**src/rtl/soc_config_pkg.sv**
```systemverilog
// Shared SoC configuration types for the core data-port AXI bridge.
// FSM state encoding and fixed AXI field values.
package soc_config_pkg;

    typedef enum logic [2:0] {
        IDLE   = 3'd0,
        WRITE  = 3'd1,
        B_WAIT = 3'd2,
        READ   = 3'd3,
        R_WAIT = 3'd4
    } core_data_bridge_state_e;

    localparam logic [2:0] AXI_SIZE_WORD  = 3'b010;
    localparam logic [1:0] AXI_BURST_INCR = 2'b01;
    localparam logic [1:0] AXI_RESP_OKAY  = 2'b00;

endpackage

```
**src/rtl/axi_bus.sv**
```systemverilog
// AXI4 bus bundle shared between masters, the crossbar and slaves.
// Master drives requests and response-ready; Slave is the mirror.
interface AXI_BUS #(
    parameter int unsigned AXI_ADDR_WIDTH = 32,
    parameter int unsigned AXI_DATA_WIDTH = 32,
    parameter int unsigned AXI_ID_WIDTH   = 4,
    parameter int unsigned AXI_USER_WIDTH = 1
);

    logic [AXI_ID_WIDTH-1:0]     aw_id;
    logic [AXI_ADDR_WIDTH-1:0]   aw_addr;
    logic [7:0]                  aw_len;
    logic [2:0]                  aw_size;
    logic [1:0]                  aw_burst;
    logic                        aw_lock;
    logic [3:0]                  aw_cache;
    logic [2:0]                  aw_prot;
    logic [3:0]                  aw_qos;
    logic [3:0]                  aw_region;
    logic [5:0]                  aw_atop;
    logic [AXI_USER_WIDTH-1:0]   aw_user;
    logic                        aw_valid;
    logic                        aw_ready;

    logic [AXI_DATA_WIDTH-1:0]   w_data;
    logic [AXI_DATA_WIDTH/8-1:0] w_strb;
    logic                        w_last;
    logic [AXI_USER_WIDTH-1:0]   w_user;
    logic                        w_valid;
    logic                        w_ready;

    logic [AXI_ID_WIDTH-1:0]     b_id;
    logic [1:0]                  b_resp;
    logic [AXI_USER_WIDTH-1:0]   b_user;
    logic                        b_valid;
    logic                        b_ready;

    logic [AXI_ID_WIDTH-1:0]     ar_id;
    logic [AXI_ADDR_WIDTH-1:0]   ar_addr;
    logic [7:0]                  ar_len;
    logic [2:0]                  ar_size;
    logic [1:0]                  ar_burst;
    logic                        ar_lock;
    logic [3:0]                  ar_cache;
    logic [2:0]                  ar_prot;
    logic [3:0]                  ar_qos;
    logic [3:0]                  ar_region;
    logic [AXI_USER_WIDTH-1:0]   ar_user;
    logic                        ar_valid;
    logic                        ar_ready;

    logic [AXI_ID_WIDTH-1:0]     r_id;
    logic [AXI_DATA_WIDTH-1:0]   r_data;
    logic [1:0]                  r_resp;
    logic                        r_last;
    logic [AXI_USER_WIDTH-1:0]   r_user;
    logic                        r_valid;
    logic                        r_ready;

    modport Master (
        output aw_id, aw_addr, aw_len, aw_size, aw_burst, aw_lock,
        output aw_cache, aw_prot, aw_qos, aw_region, aw_atop, aw_user,
        output aw_valid, input aw_ready,
        output w_data, w_strb, w_last, w_user, w_valid, input w_ready,
        input b_id, b_resp, b_user, b_valid, output b_ready,
        output ar_id, ar_addr, ar_len, ar_size, ar_burst, ar_lock,
        output ar_cache, ar_prot, ar_qos, ar_region, ar_user,
        output ar_valid, input ar_ready,
        input r_id, r_data, r_resp, r_last, r_user, r_valid,
        output r_ready
    );

    modport Slave (
        input aw_id, aw_addr, aw_len, aw_size, aw_burst, aw_lock,
        input aw_cache, aw_prot, aw_qos, aw_region, aw_atop, aw_user,
        input aw_valid, output aw_ready,
        input w_data, w_strb, w_last, w_user, w_valid, output w_ready,
        output b_id, b_resp, b_user, b_valid, input b_ready,
        input ar_id, ar_addr, ar_len, ar_size, ar_burst, ar_lock,
        input ar_cache, ar_prot, ar_qos, ar_region, ar_user,
        input ar_valid, output ar_ready,
        output r_id, r_data, r_resp, r_last, r_user, r_valid,
        input r_ready
    );

endinterface

```
**src/rtl/core_data_axi_bridge.sv**
```systemverilog
// CV32E40P OBI data port to single-beat AXI4 master, one outstanding access.
// Response pulse and read data are registered one cycle after B/R handshake.
module core_data_axi_bridge #(
    parameter int unsigned AxiAddrWidth = 32,
    parameter int unsigned AxiDataWidth = 32,
    parameter int unsigned AxiIdWidth   = 4,
    parameter int unsigned AxiUserWidth = 1,
    parameter int unsigned AxiId        = 0
) (
    input  logic        clk_i,
    input  logic        reset_i,
    input  logic        data_req_i,
    output logic        data_gnt_o,
    input  logic        data_we_i,
    input  logic [3:0]  data_be_i,
    input  logic [31:0] data_addr_i,
    input  logic [31:0] data_wdata_i,
    output logic        data_rvalid_o,
    output logic [31:0] data_rdata_o,
    output logic        data_err_o,
    AXI_BUS.Master      axi_mst
);

    import soc_config_pkg::*;

    if (AxiAddrWidth != 32 || AxiDataWidth != 32 || AxiUserWidth == 0)
    begin : g_param_err
        $error("core_data_axi_bridge: AXI address/data width must be 32");
    end

    core_data_bridge_state_e r_state;
    core_data_bridge_state_e w_state_next;

    logic [AxiAddrWidth-1:0] r_addr;
    logic                    r_we;
    logic [3:0]              r_be;
    logic [31:0]             r_wdata;
    logic                    r_aw_done;
    logic                    r_w_done;
    logic                    r_rvalid;
    logic                    r_err;
    logic [31:0]             r_rdata;

    logic w_accept;
    logic w_aw_hs;
    logic w_w_hs;
    logic w_b_hs;
    logic w_r_hs;
    logic w_aw_valid;
    logic w_w_valid;
    logic w_ar_valid;
    logic w_b_ready;
    logic w_r_ready;
    logic w_unused;

    assign w_accept = (r_state == IDLE) & data_req_i;
    assign w_aw_hs  = (r_state == WRITE) & ~r_aw_done & axi_mst.aw_ready;
    assign w_w_hs   = (r_state == WRITE) & ~r_w_done & axi_mst.w_ready;
    assign w_b_hs   = (r_state == B_WAIT) & axi_mst.b_valid;
    assign w_r_hs   = (r_state == R_WAIT) & axi_mst.r_valid;

    // While a channel is not yet done its valid is high, so ready alone
    // means handshake; this keeps the next-state logic off the valids.
    always_comb begin
        w_state_next = r_state;
        data_gnt_o   = 1'b0;
        w_aw_valid   = 1'b0;
        w_w_valid    = 1'b0;
        w_ar_valid   = 1'b0;
        w_b_ready    = 1'b0;
        w_r_ready    = 1'b0;
        unique case (r_state)
            IDLE: begin
                data_gnt_o = data_req_i;
                if (data_req_i) begin
                    w_state_next = data_we_i ? WRITE : READ;
                end
            end
            WRITE: begin
                w_aw_valid = ~r_aw_done;
                w_w_valid  = ~r_w_done;
                if ((r_aw_done | axi_mst.aw_ready) &&
                    (r_w_done | axi_mst.w_ready)) begin
                    w_state_next = B_WAIT;
                end
            end
            B_WAIT: begin
                w_b_ready = 1'b1;
                if (axi_mst.b_valid) w_state_next = IDLE;
            end
            READ: begin
                w_ar_valid = 1'b1;
                if (axi_mst.ar_ready) w_state_next = R_WAIT;
            end
            R_WAIT: begin
                w_r_ready = 1'b1;
                if (axi_mst.r_valid) w_state_next = IDLE;
            end
            default: w_state_next = IDLE;
        endcase
    end

    always_ff @(posedge clk_i or posedge reset_i) begin
        if (reset_i) begin
            r_state   <= IDLE;
            r_addr    <= '0;
            r_we      <= 1'b0;
            r_be      <= '0;
            r_wdata   <= '0;
            r_aw_done <= 1'b0;
            r_w_done  <= 1'b0;
            r_rvalid  <= 1'b0;
            r_err     <= 1'b0;
            r_rdata   <= '0;
        end else begin
            r_state  <= w_state_next;
            r_rvalid <= w_b_hs | w_r_hs;
            if (w_accept) begin
                r_addr    <= data_addr_i;
                r_we      <= data_we_i;
                r_be      <= data_be_i;
                r_wdata   <= data_wdata_i;
                r_aw_done <= 1'b0;
                r_w_done  <= 1'b0;
            end else begin
                if (w_aw_hs) r_aw_done <= 1'b1;
                if (w_w_hs)  r_w_done  <= 1'b1;
            end
            if (w_b_hs | w_r_hs) begin
                r_err   <= r_we ? (axi_mst.b_resp != AXI_RESP_OKAY)
                                : (axi_mst.r_resp != AXI_RESP_OKAY);
                r_rdata <= r_we ? '0 : axi_mst.r_data;
            end
        end
    end

    assign data_rvalid_o = r_rvalid;
    assign data_rdata_o  = r_rdata;
    assign data_err_o    = r_err;

    assign axi_mst.aw_id     = AxiIdWidth'(AxiId);
    assign axi_mst.aw_addr   = r_addr;
    assign axi_mst.aw_len    = '0;
    assign axi_mst.aw_size   = AXI_SIZE_WORD;
    assign axi_mst.aw_burst  = AXI_BURST_INCR;
    assign axi_mst.aw_lock   = 1'b0;
    assign axi_mst.aw_cache  = '0;
    assign axi_mst.aw_prot   = '0;
    assign axi_mst.aw_qos    = '0;
    assign axi_mst.aw_region = '0;
    assign axi_mst.aw_atop   = '0;
    assign axi_mst.aw_user   = '0;
    assign axi_mst.aw_valid  = w_aw_valid;

    assign axi_mst.w_data    = r_wdata;
    assign axi_mst.w_strb    = r_be;
    assign axi_mst.w_last    = 1'b1;
    assign axi_mst.w_user    = '0;
    assign axi_mst.w_valid   = w_w_valid;

    assign axi_mst.b_ready   = w_b_ready;

    assign axi_mst.ar_id     = AxiIdWidth'(AxiId);
    assign axi_mst.ar_addr   = r_addr;
    assign axi_mst.ar_len    = '0;
    assign axi_mst.ar_size   = AXI_SIZE_WORD;
    assign axi_mst.ar_burst  = AXI_BURST_INCR;
    assign axi_mst.ar_lock   = 1'b0;
    assign axi_mst.ar_cache  = '0;
    assign axi_mst.ar_prot   = '0;
    assign axi_mst.ar_qos    = '0;
    assign axi_mst.ar_region = '0;
    assign axi_mst.ar_user   = '0;
    assign axi_mst.ar_valid  = w_ar_valid;

    assign axi_mst.r_ready   = w_r_ready;

    // Single-beat, single-ID traffic: returned IDs/last/user carry no info.
    assign w_unused = ^{axi_mst.b_id, axi_mst.b_user, axi_mst.r_id,
                        axi_mst.r_last, axi_mst.r_user};

endmodule

```
**src/flat_wrapper.sv**
```systemverilog
// flat-port wrapper written by rule: the top's interface ports become plain ports
module core_data_axi_bridge_flat import soc_config_pkg::*;
#(
    parameter int unsigned AxiAddrWidth = 32,
    parameter int unsigned AxiDataWidth = 32,
    parameter int unsigned AxiIdWidth   = 4,
    parameter int unsigned AxiUserWidth = 1,
    parameter int unsigned AxiId        = 0
)
  (clk_i, reset_i, data_req_i, data_gnt_o, data_we_i, data_be_i, data_addr_i, data_wdata_i, data_rvalid_o, data_rdata_o, data_err_o, axi_mst_aw_id, axi_mst_aw_addr, axi_mst_aw_len, axi_mst_aw_size, axi_mst_aw_burst, axi_mst_aw_lock, axi_mst_aw_cache, axi_mst_aw_prot, axi_mst_aw_qos, axi_mst_aw_region, axi_mst_aw_atop, axi_mst_aw_user, axi_mst_aw_valid, axi_mst_aw_ready, axi_mst_w_data, axi_mst_w_strb, axi_mst_w_last, axi_mst_w_user, axi_mst_w_valid, axi_mst_w_ready, axi_mst_b_id, axi_mst_b_resp, axi_mst_b_user, axi_mst_b_valid, axi_mst_b_ready, axi_mst_ar_id, axi_mst_ar_addr, axi_mst_ar_len, axi_mst_ar_size, axi_mst_ar_burst, axi_mst_ar_lock, axi_mst_ar_cache, axi_mst_ar_prot, axi_mst_ar_qos, axi_mst_ar_region, axi_mst_ar_user, axi_mst_ar_valid, axi_mst_ar_ready, axi_mst_r_id, axi_mst_r_data, axi_mst_r_resp, axi_mst_r_last, axi_mst_r_user, axi_mst_r_valid, axi_mst_r_ready);
  AXI_BUS #(.AXI_ADDR_WIDTH(32), .AXI_DATA_WIDTH(32), .AXI_ID_WIDTH(4), .AXI_USER_WIDTH(1)) axi_mst_i ();
  input  logic clk_i;
  input  logic reset_i;
  input  logic data_req_i;
  output logic data_gnt_o;
  input  logic data_we_i;
  input  logic [3:0] data_be_i;
  input  logic [31:0] data_addr_i;
  input  logic [31:0] data_wdata_i;
  output logic data_rvalid_o;
  output logic [31:0] data_rdata_o;
  output logic data_err_o;
  output wire logic [$bits(axi_mst_i.aw_id)-1:0] axi_mst_aw_id;
  output wire logic [$bits(axi_mst_i.aw_addr)-1:0] axi_mst_aw_addr;
  output wire logic [$bits(axi_mst_i.aw_len)-1:0] axi_mst_aw_len;
  output wire logic [$bits(axi_mst_i.aw_size)-1:0] axi_mst_aw_size;
  output wire logic [$bits(axi_mst_i.aw_burst)-1:0] axi_mst_aw_burst;
  output wire logic [$bits(axi_mst_i.aw_lock)-1:0] axi_mst_aw_lock;
  output wire logic [$bits(axi_mst_i.aw_cache)-1:0] axi_mst_aw_cache;
  output wire logic [$bits(axi_mst_i.aw_prot)-1:0] axi_mst_aw_prot;
  output wire logic [$bits(axi_mst_i.aw_qos)-1:0] axi_mst_aw_qos;
  output wire logic [$bits(axi_mst_i.aw_region)-1:0] axi_mst_aw_region;
  output wire logic [$bits(axi_mst_i.aw_atop)-1:0] axi_mst_aw_atop;
  output wire logic [$bits(axi_mst_i.aw_user)-1:0] axi_mst_aw_user;
  output wire logic [$bits(axi_mst_i.aw_valid)-1:0] axi_mst_aw_valid;
  input wire logic [$bits(axi_mst_i.aw_ready)-1:0] axi_mst_aw_ready;
  output wire logic [$bits(axi_mst_i.w_data)-1:0] axi_mst_w_data;
  output wire logic [$bits(axi_mst_i.w_strb)-1:0] axi_mst_w_strb;
  output wire logic [$bits(axi_mst_i.w_last)-1:0] axi_mst_w_last;
  output wire logic [$bits(axi_mst_i.w_user)-1:0] axi_mst_w_user;
  output wire logic [$bits(axi_mst_i.w_valid)-1:0] axi_mst_w_valid;
  input wire logic [$bits(axi_mst_i.w_ready)-1:0] axi_mst_w_ready;
  input wire logic [$bits(axi_mst_i.b_id)-1:0] axi_mst_b_id;
  input wire logic [$bits(axi_mst_i.b_resp)-1:0] axi_mst_b_resp;
  input wire logic [$bits(axi_mst_i.b_user)-1:0] axi_mst_b_user;
  input wire logic [$bits(axi_mst_i.b_valid)-1:0] axi_mst_b_valid;
  output wire logic [$bits(axi_mst_i.b_ready)-1:0] axi_mst_b_ready;
  output wire logic [$bits(axi_mst_i.ar_id)-1:0] axi_mst_ar_id;
  output wire logic [$bits(axi_mst_i.ar_addr)-1:0] axi_mst_ar_addr;
  output wire logic [$bits(axi_mst_i.ar_len)-1:0] axi_mst_ar_len;
  output wire logic [$bits(axi_mst_i.ar_size)-1:0] axi_mst_ar_size;
  output wire logic [$bits(axi_mst_i.ar_burst)-1:0] axi_mst_ar_burst;
  output wire logic [$bits(axi_mst_i.ar_lock)-1:0] axi_mst_ar_lock;
  output wire logic [$bits(axi_mst_i.ar_cache)-1:0] axi_mst_ar_cache;
  output wire logic [$bits(axi_mst_i.ar_prot)-1:0] axi_mst_ar_prot;
  output wire logic [$bits(axi_mst_i.ar_qos)-1:0] axi_mst_ar_qos;
  output wire logic [$bits(axi_mst_i.ar_region)-1:0] axi_mst_ar_region;
  output wire logic [$bits(axi_mst_i.ar_user)-1:0] axi_mst_ar_user;
  output wire logic [$bits(axi_mst_i.ar_valid)-1:0] axi_mst_ar_valid;
  input wire logic [$bits(axi_mst_i.ar_ready)-1:0] axi_mst_ar_ready;
  input wire logic [$bits(axi_mst_i.r_id)-1:0] axi_mst_r_id;
  input wire logic [$bits(axi_mst_i.r_data)-1:0] axi_mst_r_data;
  input wire logic [$bits(axi_mst_i.r_resp)-1:0] axi_mst_r_resp;
  input wire logic [$bits(axi_mst_i.r_last)-1:0] axi_mst_r_last;
  input wire logic [$bits(axi_mst_i.r_user)-1:0] axi_mst_r_user;
  input wire logic [$bits(axi_mst_i.r_valid)-1:0] axi_mst_r_valid;
  output wire logic [$bits(axi_mst_i.r_ready)-1:0] axi_mst_r_ready;
  assign axi_mst_aw_id = axi_mst_i.aw_id;
  assign axi_mst_aw_addr = axi_mst_i.aw_addr;
  assign axi_mst_aw_len = axi_mst_i.aw_len;
  assign axi_mst_aw_size = axi_mst_i.aw_size;
  assign axi_mst_aw_burst = axi_mst_i.aw_burst;
  assign axi_mst_aw_lock = axi_mst_i.aw_lock;
  assign axi_mst_aw_cache = axi_mst_i.aw_cache;
  assign axi_mst_aw_prot = axi_mst_i.aw_prot;
  assign axi_mst_aw_qos = axi_mst_i.aw_qos;
  assign axi_mst_aw_region = axi_mst_i.aw_region;
  assign axi_mst_aw_atop = axi_mst_i.aw_atop;
  assign axi_mst_aw_user = axi_mst_i.aw_user;
  assign axi_mst_aw_valid = axi_mst_i.aw_valid;
  assign axi_mst_i.aw_ready = axi_mst_aw_ready;
  assign axi_mst_w_data = axi_mst_i.w_data;
  assign axi_mst_w_strb = axi_mst_i.w_strb;
  assign axi_mst_w_last = axi_mst_i.w_last;
  assign axi_mst_w_user = axi_mst_i.w_user;
  assign axi_mst_w_valid = axi_mst_i.w_valid;
  assign axi_mst_i.w_ready = axi_mst_w_ready;
  assign axi_mst_i.b_id = axi_mst_b_id;
  assign axi_mst_i.b_resp = axi_mst_b_resp;
  assign axi_mst_i.b_user = axi_mst_b_user;
  assign axi_mst_i.b_valid = axi_mst_b_valid;
  assign axi_mst_b_ready = axi_mst_i.b_ready;
  assign axi_mst_ar_id = axi_mst_i.ar_id;
  assign axi_mst_ar_addr = axi_mst_i.ar_addr;
  assign axi_mst_ar_len = axi_mst_i.ar_len;
  assign axi_mst_ar_size = axi_mst_i.ar_size;
  assign axi_mst_ar_burst = axi_mst_i.ar_burst;
  assign axi_mst_ar_lock = axi_mst_i.ar_lock;
  assign axi_mst_ar_cache = axi_mst_i.ar_cache;
  assign axi_mst_ar_prot = axi_mst_i.ar_prot;
  assign axi_mst_ar_qos = axi_mst_i.ar_qos;
  assign axi_mst_ar_region = axi_mst_i.ar_region;
  assign axi_mst_ar_user = axi_mst_i.ar_user;
  assign axi_mst_ar_valid = axi_mst_i.ar_valid;
  assign axi_mst_i.ar_ready = axi_mst_ar_ready;
  assign axi_mst_i.r_id = axi_mst_r_id;
  assign axi_mst_i.r_data = axi_mst_r_data;
  assign axi_mst_i.r_resp = axi_mst_r_resp;
  assign axi_mst_i.r_last = axi_mst_r_last;
  assign axi_mst_i.r_user = axi_mst_r_user;
  assign axi_mst_i.r_valid = axi_mst_r_valid;
  assign axi_mst_r_ready = axi_mst_i.r_ready;
  core_data_axi_bridge #(.AxiAddrWidth(AxiAddrWidth), .AxiDataWidth(AxiDataWidth), .AxiIdWidth(AxiIdWidth), .AxiUserWidth(AxiUserWidth), .AxiId(AxiId)) u_core (.clk_i(clk_i), .reset_i(reset_i), .data_req_i(data_req_i), .data_gnt_o(data_gnt_o), .data_we_i(data_we_i), .data_be_i(data_be_i), .data_addr_i(data_addr_i), .data_wdata_i(data_wdata_i), .data_rvalid_o(data_rvalid_o), .data_rdata_o(data_rdata_o), .data_err_o(data_err_o), .axi_mst(axi_mst_i));
endmodule
```
**config.mk**
```make
export PLATFORM = sky130hd
export DESIGN_NAME = core_data_axi_bridge_flat
export DESIGN_NICKNAME = d
export VERILOG_FILES = /design/src/rtl/soc_config_pkg.sv /design/src/rtl/axi_bus.sv /design/src/rtl/core_data_axi_bridge.sv /design/src/flat_wrapper.sv
export SDC_FILE = /design/constraint.sdc
export NUM_CORES = 1
export LEC_CHECK = 0
export ABC_CLOCK_PERIOD_IN_PS = 3750
export CORE_AREA = 2 2 131 133
export DETAILED_ROUTE_END_ITERATION = 16
export DIE_AREA = 0 0 133 135
export HOLD_SLACK_MARGIN = 0.05
export PLACE_DENSITY_LB_ADDON = 0.05
export SLEW_MARGIN = 15
export SYNTH_ARGS = -nofsm -noshare
export SYNTH_HDL_FRONTEND = slang
export SYNTH_SLANG_ARGS = --single-unit
```
**constraint.sdc**
```tcl
create_clock -name clk_i -period 3.75 [get_ports clk_i]
set_input_delay 0.5625 -clock clk_i [delete_from_list [all_inputs] [get_ports clk_i]]
set_output_delay 0.5625 -clock clk_i [all_outputs]
set_load 0.02 [all_outputs]
```
# Word-level counts from Yosys, hierarchy flattened
# Index checks and enable logic that the tools add are counted.
[word_totals]
reg_bits = 108
input_bits = 124
output_inout_bits = 216
[classes]
n_eq_ne = 9
muxes = 19
bitwise = 12
n_reduce_logical = 7
[ops]
columns = ["operator", "count"]
rows = [
  ["$mux 32", 1],
  ["$mux 3", 5],
  ["$pmux 3 s5", 1],
  ["$mux 1", 11],
  ["$ne 2x2->1 const B", 5],
  ["$reduce_bool 2->1", 4],
  ["$and 1x1->1", 7],
  ["$eq 3x2->1 const B", 2],
  ["$reduce_and 5->1", 1],
  ["$eq 3x1->1 const B", 1],
  ["$eq 3x3->1 const B", 1],
  ["$logic_not 3->1", 1],
  ["$or 1x1->1", 3],
  ["$mux 2", 1],
  ["$not 1->1", 2],
  ["$logic_and 1x1->1", 1],
]

# Depth between registers and ports, before layout
# Gate-level depths: netlist of run 1.
[logic_depth]
depth_word = 5
mapped_depth = 5

# Worst setup path before layout of run 1
# No wires, ideal clock.
[synth_timing]
kind = "flip-flop to output port"
from = "reg u_core.r_state[0]"
to = "out data_gnt_o"
t_arrival_ps = 1283
slack_ps = 1904
path_stages_with_launch = 4
path_buffers = 2
cell_sequence = "dfrtp_1 -> buf_6 -> nor4b_4 -> buf_6"
[synth_via]
elab_chain_len = 2
[synth_lines]
columns = ["element", "line_no", "rtl"]
rows = [
  ["from (decl)", "core_data_axi_bridge.sv:31", "core_data_bridge_state_e r_state;"],
  ["from (signal assigned)", "core_data_axi_bridge.sv:116", "r_state <= w_state_next;"],
  ["$logic_not 3->1", "core_data_axi_bridge.sv:72", "unique case (r_state)"],
  ["$mux 1", "core_data_axi_bridge.sv:72", ""],
  ["to (decl)", "flat_wrapper.sv:15", "output logic data_gnt_o;"],
]
# No other way between the ends.

# Worst setup path in the final report of run 1
[layout_timing]
from = "reg u_core.r_state[0]"
to = "out axi_mst_w_valid"
[layout_via]
elab_chain_len = 2
[layout_lines]
columns = ["element", "line_no", "rtl"]
rows = [
  ["$eq 3x1->1", "core_data_axi_bridge.sv:72", ""],
  ["$mux 1", "core_data_axi_bridge.sv:72", ""],
  ["to (decl)", "flat_wrapper.sv:41", "output wire logic [$bits(axi_mst_i.w_valid)-1:0] axi_mst_w_valid;"],
]
# No other way between the ends.

==> flow_summary_export.csv, run 1 <==
group,metric,value,unit
outcome,status,"complete, no violations",
clock_network,clockBufferDepth,2,
timing,setup_viol,0,
power,total_power,0.00703,W
setup_path,ff2ff_path_depth,4,
setup_path,cp_cell_sequence,"or2b_1 > nor3_1 > clkdlybuf4s50_1",
setup_path,crit_path_end_kind,"primary output",
die,die-area,18000,um^2
drt,wl,12900,um
placement,hpwl,9460,um
timing,hold_slack,491,ps
setup_path,cp.arrival,2140,ps
drt,ant_nets,0,
die,die_h,135,um
power,peakVddDrop,0.478,mV
logic_synthesis,synth_area,5350,um^2
clock_network,cts-root-buf,"clkbuf_16",
logic_synthesis,synth_cells,401,
setup_path,worstSetupStartpoint,"u_core.r_state[0]$_DFFE_PP0P_",
setup_path,worst_path_dominant_cell_family,"buffers and inverters",
die,top_level_ports,340,
timing,slew_viol_final,0,
global_route,grt_pass1_wl,19500,um
setup_path,cp.depth,3,
cells_and_area,final_common_cell,"clkdlybuf4s50_1",
placement,io_buffers,252,
setup_path,cpPeakStageDelay,690,ps
logic_synthesis,synth.area.top_cells,"dfrtp_1 51%, buf_4 16%, mux2_2 14%",
timing,fmax,370,MHz
timing,rsz0062_at_grt,"false",
setup_path,reg2reg_from,"u_core.r_state[2]$_DFFE_PP0P_",
global_route,grt_pass1_vias,3616,
setup_path,cp_max_fo,11,
clock_network,htreeDepth,3,
die,num_rows,47,
cells_and_area,drive_above_1_share,19.5,%
cells_and_area,area_delta_synth_final,47.0,%
global_route,grt_usage,14.0,%
timing,post-route-min-period,2700,ps
die,die_w,133,um
global_route,grt_overflow,0,
logic_synthesis,yosys_warnings,0,
timing,fin_skew,9.18,ps
clock_network,tritoncts,"yes",
setup_path,worstSetupEndpoint,"axi_mst_w_valid",
setup_path,ff2ff_setup_slack,1790,ps
setup_path,crit_path_top_delay_cell,"clkdlybuf4s50_1",
placement,finalWeightedCongestion,0.783,
clock_network,numCtsBuffers,9,
drt,via_per_inst,4.15,
drt,drt_iter0_drc,143,
cells_and_area,utilization,47.9,%
drt,vias,3492,
clock_network,cts_hold_buf,0,
clock_network,cts_resized,0,
timing,timing.final.crit_share,72.0,%
timing,finalHoldViolCount,0,
cells_and_area,final_nets,741,
setup_path,critical_path_class,"flip-flop to primary output",
setup_path,r2r-end,"u_core.data_rdata_o[21]$_DFFE_PP0P_",
timing,max_slew_margin,56.0,%
hold_path,hold_path.class,"flip-flop to flip-flop",
logic_synthesis,synth_area_per_cell,13.3,um^2
timing,setup_tns,0,ps
logic_synthesis,ys_seq_area_share,50.5,%
logic_synthesis,synthFlopType,"dfrtp_1",
logic_synthesis,synth_edf_count,0,
clock_network,clkTransAtPathRegs,80,ps
setup_path,cp.buffers_inverters,1,
power,cellLeakagePower,3.42,nW
cells_and_area,mostFrequentLayoutCells,"252 x clkdlybuf4s50_1, 107 x dfrtp_1, 76 x conb_1, 67 x mux2_2, 32 x nor2b_1",
global_route,grt_max_degree,71,
timing,worst_slew_pin_slew,661,ps
logic_synthesis,netlist-cell-type-count,28,
logic_synthesis,yosys.area.top_type,"dfrtp_1",
job,max_cap_viol_count,0,
cells_and_area,n_antenna_cell,0,
clock_network,post_cts_buffers,0,
drt,dr.pass1.iters,4,
logic_synthesis,ys_seq_elements,108,
drt,detail_route.wl_per_cell,15.3,um
setup_path,worstSetupStartpointType,"flip-flop",
clock_network,clock_latency,350,ps
clock_network,cts_sinks,108,
die,start_util,32.6,%
global_route,antenna_found_initial,0,
logic_synthesis,async_flop_share,100,%
power,powerDensity,894,nW/um^2
logic_synthesis,synthDominantCellAreaShare,50.5,%
setup_path,crit_required,3190,ps
drt,drc_errors,0,
die,core,16400,um^2
==> cells by family (layout without fill, tap and decap cells) <==
group                  count (synthesis)  count (layout)  synth area share [%]
muxes                                103             103                  23.8
and+or+nand+nor                       48              48                  5.71
buffers and inverters                127             274                  17.9
DFF                                  108             108                  50.5
other                                  2              76                 0.140
AOI/OAI and AO/OA                     13              13                  1.97
==> synthesized netlist by cell type, drive strengths merged (3+ instances only) <==
master / count
nor2b: 32
buf: 121
nor3: 3
inv: 3
nand2: 4
mux2: 103
clkbuf: 3
nor2: 4
dfrtp: 108
==> registers in the layout, summed over array words and instances, names as in the netlist <==
name / count
u_core.r_aw_done: 1
u_core.axi_mst.w_data: 32
u_core.axi_mst.ar_addr: 32
u_core.r_w_done: 1
u_core.axi_mst.w_strb: 4
u_core.r_state: 3
u_core.data_rvalid_o: 1
u_core.r_we: 1
u_core.data_err_o: 1
u_core.data_rdata_o: 32
==> area by class of cell <==
| cell class | instances | area (um^2) |
|---|---|---|
| clock inverter | 7 | 106 |
| multi-input combinational | 240 | 1970 |
| fill | 1478 | 8540 |
| inverter | 3 | 13.8 |
| timing repair buffer | 255 | 2570 |
| clock buffer | 9 | 225 |
| sequential | 108 | 2700 |
| tap | 220 | 275 |
==> worst reg2reg max path, cell delays in order (launching register included) <==
cell and delay [ps]:
dfrtp_1 570, and4bb_2 320, a31oi_4 130, buf_4 410, mux2_2 420
==> through the flow <==
step / cell area (um^2) / setup WS [ps] / instances
floorplan: 5630 / 342 / 475
global placement: 7530 / 1100 / 826
detailed placement: 7530 / 1080 / 826
finish: 7860 / 1050 / 842
CTS: 7860 / 1010 / 842
global route: 7860 / 922 / 842
==> where the power goes <==
part / switching, W / internal, W
logic: 0.00174 / 0.00206
clock network: 0.000463 / 0.000598
registers: 0.000444 / 0.00172
total: 0.00265 / 0.00438
==> worst min-delay path by stage <==
stage / startpoint / cells past startpoint / to / slack, ps
after floorplan: u_core.r_w_done$_DFFE_PP0P_ / 1 / u_core.r_w_done$_DFFE_PP0P_ / 530
final: u_core.axi_mst.w_data[21]$_DFFE_PP0P_ / 1 / u_core.axi_mst.w_data[21]$_DFFE_PP0P_ / 490
after global placement: u_core.axi_mst.w_data[21]$_DFFE_PP0P_ / 1 / u_core.axi_mst.w_data[21]$_DFFE_PP0P_ / 470
after detailed placement: u_core.axi_mst.w_data[21]$_DFFE_PP0P_ / 1 / u_core.axi_mst.w_data[21]$_DFFE_PP0P_ / 480
after CTS: u_core.axi_mst.w_data[21]$_DFFE_PP0P_ / 1 / u_core.axi_mst.w_data[21]$_DFFE_PP0P_ / 490
after global routing: u_core.data_rdata_o[22]$_DFFE_PP0P_ / 1 / u_core.data_rdata_o[22]$_DFFE_PP0P_ / 500
==> per-layer routing <==
layer / track usage [%] / routed length [um]
met3: 5.52 / 1320
met1: 15.7 / 4820
met5: 0 / 0
met4: 5.97 / 265
met2: 24.0 / 6520
(Power assumes the default switching activity.)
==> inputs of run 2 (changes only) <==
Settings changed: ABC_CLOCK_PERIOD_IN_PS 3750 to 2400.
Clock period 3.75 ns to 2.4 ns, I/O delays scaled along.
==> flow_summary_export.csv, run 2 (synthesis results as in run 1) <==
group,metric,value,unit
timing,layout_setup_ws,144,ps
setup_path,cp.arrival,1900,ps
drt,via_per_inst,4.10,
setup_path,crit_required,2040,ps
placement,io_buffers,252,
timing,rsz0062_at_grt,"false",
die,core,16400,um^2
timing,fmax,443,MHz
clock_network,tritoncts,"yes",
outcome,status,"complete, no violations",
clock_network,clock_latency,340,ps
placement,finalWeightedCongestion,0.733,
die,die-area,18000,um^2
die,top_level_ports,340,
global_route,antenna_found_initial,0,
global_route,grt_usage,14.4,%
global_route,grt_pass1_vias,3596,
cells_and_area,n_antenna_cell,0,
power,cellLeakagePower,3.41,nW
setup_path,cp_max_fo,12,
timing,fin_skew,6.69,ps
placement,hpwl,9540,um
setup_path,cpPeakStageDelay,680,ps
cells_and_area,drive_above_1_share,20.0,%
clock_network,numCtsBuffers,9,
drt,detail_route.wl_per_cell,15.3,um
setup_path,critical_path_class,"flip-flop to primary output",
clock_network,clockBufferDepth,2,
power,peakVddDrop,0.796,mV
setup_path,cp_cell_sequence,"nor4b_4 > clkdlybuf4s50_1",
timing,finalHoldViolCount,0,
clock_network,clkTransAtPathRegs,70,ps
timing,post-route-min-period,2260,ps
timing,setup_tns,0,ps
clock_network,cts_sinks,108,
drt,drt_iter0_drc,116,
setup_path,crit_path_end_kind,"primary output",
timing,max_slew_margin,62.4,%
clock_network,htreeDepth,3,
drt,wl,13000,um
drt,dr.pass1.iters,3,
timing,worst_slew_pin_slew,563,ps
clock_network,cts-root-buf,"clkbuf_16",
cells_and_area,area_delta_synth_final,46.5,%
cells_and_area,mostFrequentLayoutCells,"250 x clkdlybuf4s50_1, 107 x dfrtp_1, 76 x conb_1, 67 x mux2_2, 32 x nor2b_1",
die,die_w,133,um
setup_path,cp.buffers_inverters,1,
timing,slew_viol_final,0,
power,powerDensity,1370,nW/um^2
die,num_rows,47,
clock_network,post_cts_buffers,0,
drt,ant_nets,0,
die,start_util,32.6,%
hold_path,hold_path.class,"input pin to asynchronous set/reset pin",
setup_path,crit_path_top_delay_cell,"clkdlybuf4s50_1",
die,die_h,135,um
placement,place_ws,112,ps
timing,hold_slack,290,ps
global_route,grt_overflow,0,
setup_path,worst_path_dominant_cell_family,"buffers and inverters",
cells_and_area,final_nets,744,
drt,drc_errors,0,
setup_path,worstSetupStartpointType,"flip-flop",
timing,timing.final.crit_share,94.0,%
timing,setup_viol,0,
drt,vias,3464,
job,max_cap_viol_count,0,
global_route,grt_pass1_wl,19900,um
power,total_power,0.0107,W
global_route,grt_max_degree,102,
cells_and_area,final_common_cell,"clkdlybuf4s50_1",
[run 2: cell count changes in the layout (fill, tap and decap cells not counted), sizes merged]
cell / previous run / this run
bufinv: 2 / 0
clkdlybuf4s50: 252 / 250
inv: 6 / 2
clkinv: 2 / 5
buf: 3 / 6
clkinvlp: 0 / 3
dlygate4sd2: 0 / 2
[run 2: report_power, final]
part,switching (W),leakage (nW),internal (W)
Clock,0.000675,0.131,0.000699
Combinational,0.00281,1.97,0.00325
Sequential,0.000606,1.31,0.00270
[run 2: cell type report]
| type | count | area [um^2] |
|---|---|---|
| clock buffers | 9 | 225 |
| clock inverters | 7 | 43.8 |
| fillers | 1481 | 8570 |
| inverters | 3 | 15.0 |
| multi-input cells | 240 | 1970 |
| flip-flops and latches | 108 | 2700 |
| well taps | 220 | 275 |
| repair buffers | 258 | 2600 |
[run 2: timing repair]
item | in CTS | in global routing
resized for setup | 3 | 1
hold buffers | 0 | 0
gates cloned | 0 | 0
endpoints found under the setup margin | 2 | 1
[run 2: final timing paths]
kind	start	to	slack [ps]	cells after the start
max	u_core.r_state[1]$_DFFE_PP0P_	data_gnt_o	140	2
min	reset_i	u_core.data_rdata_o[15]$_DFFE_PP0P_	290	2
max reg2reg	u_core.r_state[1]$_DFFE_PP0P_	u_core.axi_mst.w_data[15]$_DFFE_PP0P_	430	4
min reg2reg	u_core.axi_mst.w_data[21]$_DFFE_PP0P_	u_core.axi_mst.w_data[21]$_DFFE_PP0P_	500	1
max in group asynchronous	reset_i	u_core.r_state[0]$_DFFE_PP0P_	1290	3
min in group clk_i	u_core.axi_mst.w_data[21]$_DFFE_PP0P_	u_core.axi_mst.w_data[21]$_DFFE_PP0P_	500	1
[run 2: worst reg2reg max path, cell delays in order (launching register included)]
cell	delay (ps)
dfrtp_1	530
nor4b_4	350
buf_4	180
buf_4	400
mux2_2	400
[run 2: metrics by stage]
stage	util [%]	cells	area, um^2
6_report	47.8	845	7840
5_1_grt	47.8	845	7840
4_1_cts	47.7	845	7830
3_5_place_dp	46.1	829	7570
3_3_place_gp	46.1	829	7570
2_1_floorplan	-	475	5630
[run 2: layer usage]
| layer | wire, um | vias to the layer above | track usage, % |
|---|---|---|---|
| li1 | - | 1594 | - |
| met1 | 4840 | 1679 | 15.9 |
| met2 | 6520 | 178 | 24.5 |
| met3 | 1370 | 13 | 6.01 |
| met4 | 228 | 0 | 5.97 |
| met5 | 0 | - | 0 |
==> inputs of run 3 (changes only) <==
Settings changed: ABC_AREA set to 1, CTS_CLUSTER_SIZE set to 24.
==> flow_summary_export.csv, run 3 <==
group,metric,value,unit
drt,drt_iter0_drc,116,
power,peakVddDrop,0.582,mV
logic_synthesis,synth_most_common_cell,"nand2_1",
die,top_level_ports,340,
logic_synthesis,synthDominantCellAreaShare,53.4,%
setup_path,r2r-end,"u_core.axi_mst.w_data[18]$_DFFE_PP0P_",
clock_network,tritoncts,"yes",
setup_path,crit_path_end_kind,"primary output",
drt,detail_route.wl_per_cell,13.6,um
logic_synthesis,synthFlopType,"dfrtp_1",
setup_path,critical_path_class,"flip-flop to primary output",
die,die_w,133,um
setup_path,crit_path_top_delay_cell,"clkdlybuf4s50_1",
hold_path,hold_path.class,"flip-flop to flip-flop",
hold_path,hold_start,"u_core.data_rdata_o[7]$_DFFE_PP0P_",
placement,dpl.cell_count,1020,
setup_path,ff2ff_path_depth,6,
placement,io_buffers,252,
timing,setup_viol,0,
setup_path,cp_cell_sequence,"inv_2 > nand2_1 > nor2_1 > inv_1 > nor2_1 > clkdlybuf4s50_1",
clock_network,cts-root-buf,"clkbuf_16",
logic_synthesis,async_flop_share,100,%
power,cellLeakagePower,3.76,nW
timing,timing.final.crit_share,91.9,%
timing,hold_slack,476,ps
cells_and_area,area_delta_synth_final,49.6,%
logic_synthesis,ys_seq_area_share,53.4,%
cells_and_area,n_antenna_cell,0,
power,powerDensity,1400,nW/um^2
logic_synthesis,synth_area,5060,um^2
die,core,16400,um^2
logic_synthesis,yosys_warnings,0,
drt,via_per_inst,4.03,
setup_path,reg2reg_from,"u_core.r_state[0]$_DFFE_PP0P_",
logic_synthesis,netlist-cell-type-count,19,
clock_network,post_cts_buffers,0,
cells_and_area,mostFrequentLayoutCells,"289 x nand2_1, 252 x clkdlybuf4s50_1, 108 x dfrtp_1, 76 x conb_1, 35 x nand3_1",
timing,fin_skew,8.67,ps
clock_network,clockBufferDepth,2,
setup_path,crit_required,2040,ps
clock_network,clock_latency,350,ps
timing,post-route-min-period,2210,ps
setup_path,cp_max_fo,5,
timing,finalHoldViolCount,0,
die,die-area,18000,um^2
cells_and_area,final_nets,935,
logic_synthesis,ys_top_cells_by_count,"289 x nand2_1, 111 x buf_4, 108 x dfrtp_1",
job,max_cap_viol_count,0,
drt,drc_errors,0,
placement,finalWeightedCongestion,0.751,
global_route,grt_overflow,0,
clock_network,cts_resized,0,
logic_synthesis,yosys.area.top_type,"dfrtp_1",
logic_synthesis,ys_seq_elements,108,
cells_and_area,final_common_cell,"nand2_1",
cells_and_area,drive_above_1_share,3.68,%
clock_network,clkTransAtPathRegs,70,ps
power,total_power,0.0106,W
timing,slew_viol_final,0,
cells_and_area,fin_cells,1036,
hold_path,hold_depth,2,
hold_path,holdPathEnd,"u_core.data_rdata_o[7]$_DFFE_PP0P_",
setup_path,ff2ff_setup_slack,660,ps
die,die_h,135,um
drt,vias,4179,
timing,setup_tns,0,ps
drt,dr.pass1.iters,4,
setup_path,cp.arrival,1850,ps
clock_network,cts_hold_buf,0,
timing,max_slew_margin,49.6,%
drt,wl,14000,um
timing,fmax,453,MHz
logic_synthesis,synth_edf_count,0,
placement,hpwl,9790,um
logic_synthesis,synth.area.top_cells,"dfrtp_1 53%, nand2_1 21%, buf_4 16%",
cells_and_area,utilization,46.2,%
logic_synthesis,synth_cells,600,
global_route,grt_max_degree,109,
outcome,status,"complete, no violations",
global_route,grt_pass1_vias,4010,
timing,rsz0062_at_grt,"false",
die,start_util,30.9,%
global_route,grt_pass1_wl,21300,um
clock_network,cts_sinks,108,
clock_network,htreeDepth,3,
setup_path,cpPeakStageDelay,640,ps
setup_path,worstSetupStartpointType,"flip-flop",
setup_path,crit_top_cell,"nor2_1",
logic_synthesis,synth_area_per_cell,8.44,um^2
cells_and_area,fillCellCount,1550,
global_route,antenna_found_initial,0,
global_route,grt_usage,15.1,%
timing,worst_slew_pin_slew,757,ps
die,num_rows,47,
drt,ant_nets,0,
clock_network,numCtsBuffers,9,
[run 3: critical path: cells and delay by family (launching register included)]
family                 cells  cell delay, ps
buffers and inverters      3             820
flip-flops                 1             420
AND/OR/NAND/NOR            3             260
[run 3: power by group]
group / switching (W) / internal [W]
Clock: 0.000670 / 0.000864
Combinational: 0.00321 / 0.00256
Sequential: 0.000566 / 0.00270
Total: 0.00445 / 0.00613
[run 3: per-stage QoR]
| stage | worst slack [ps] | area [um^2] |
|---|---|---|
| after CTS | 174 | 7570 |
| after floorplan | 738 | 5340 |
| final | 195 | 7570 |
| after detailed placement | 383 | 7270 |
| after global routing | 68.7 | 7570 |
| after global placement | 380 | 7270 |
[run 3: cell families (layout without fill, tap and decap cells)]
group / Yosys count / after routing / share of synthesized area, %
flip-flops: 108 / 108 / 53.4
AO/OA/AOI/OAI: 8 / 8 / 0.840
buffers and inverters: 146 / 288 / 19.3
AND/OR/NAND/NOR: 336 / 336 / 26.3
other: 2 / 76 / 0.148
[run 3: metal layers]
metal / global-route usage [%] / share of wire [%]
met4: 5.56 / 1.4
met1: 18.0 / 40
met5: 0 / 0
met3: 6.61 / 11
met2: 24.4 / 48
[run 3: worst max path at each step]
stage	start	end	slack, ps
floorplan	reset_i	u_core.axi_mst.ar_addr[0]$_DFFE_PP0P_	740
global placement	data_req_i	data_gnt_o	380
detailed placement	data_req_i	data_gnt_o	380
CTS	u_core.r_state[1]$_DFFE_PP0P_	axi_mst_w_valid	170
global route	u_core.r_state[1]$_DFFE_PP0P_	axi_mst_aw_valid	70
finish	u_core.r_state[1]$_DFFE_PP0P_	axi_mst_w_valid	190
[run 3: layout make-up]
class	count	area (um^2)	area share (%)
Timing Repair Buffer	257	2570	34.0
Tap cell	220	275	3.63
Clock inverter	4	47.5	0.628
Multi-Input combinational cell	420	1660	21.9
Clock buffer	12	256	3.39
Inverter	15	60.1	0.793
Sequential cell	108	2700	35.7
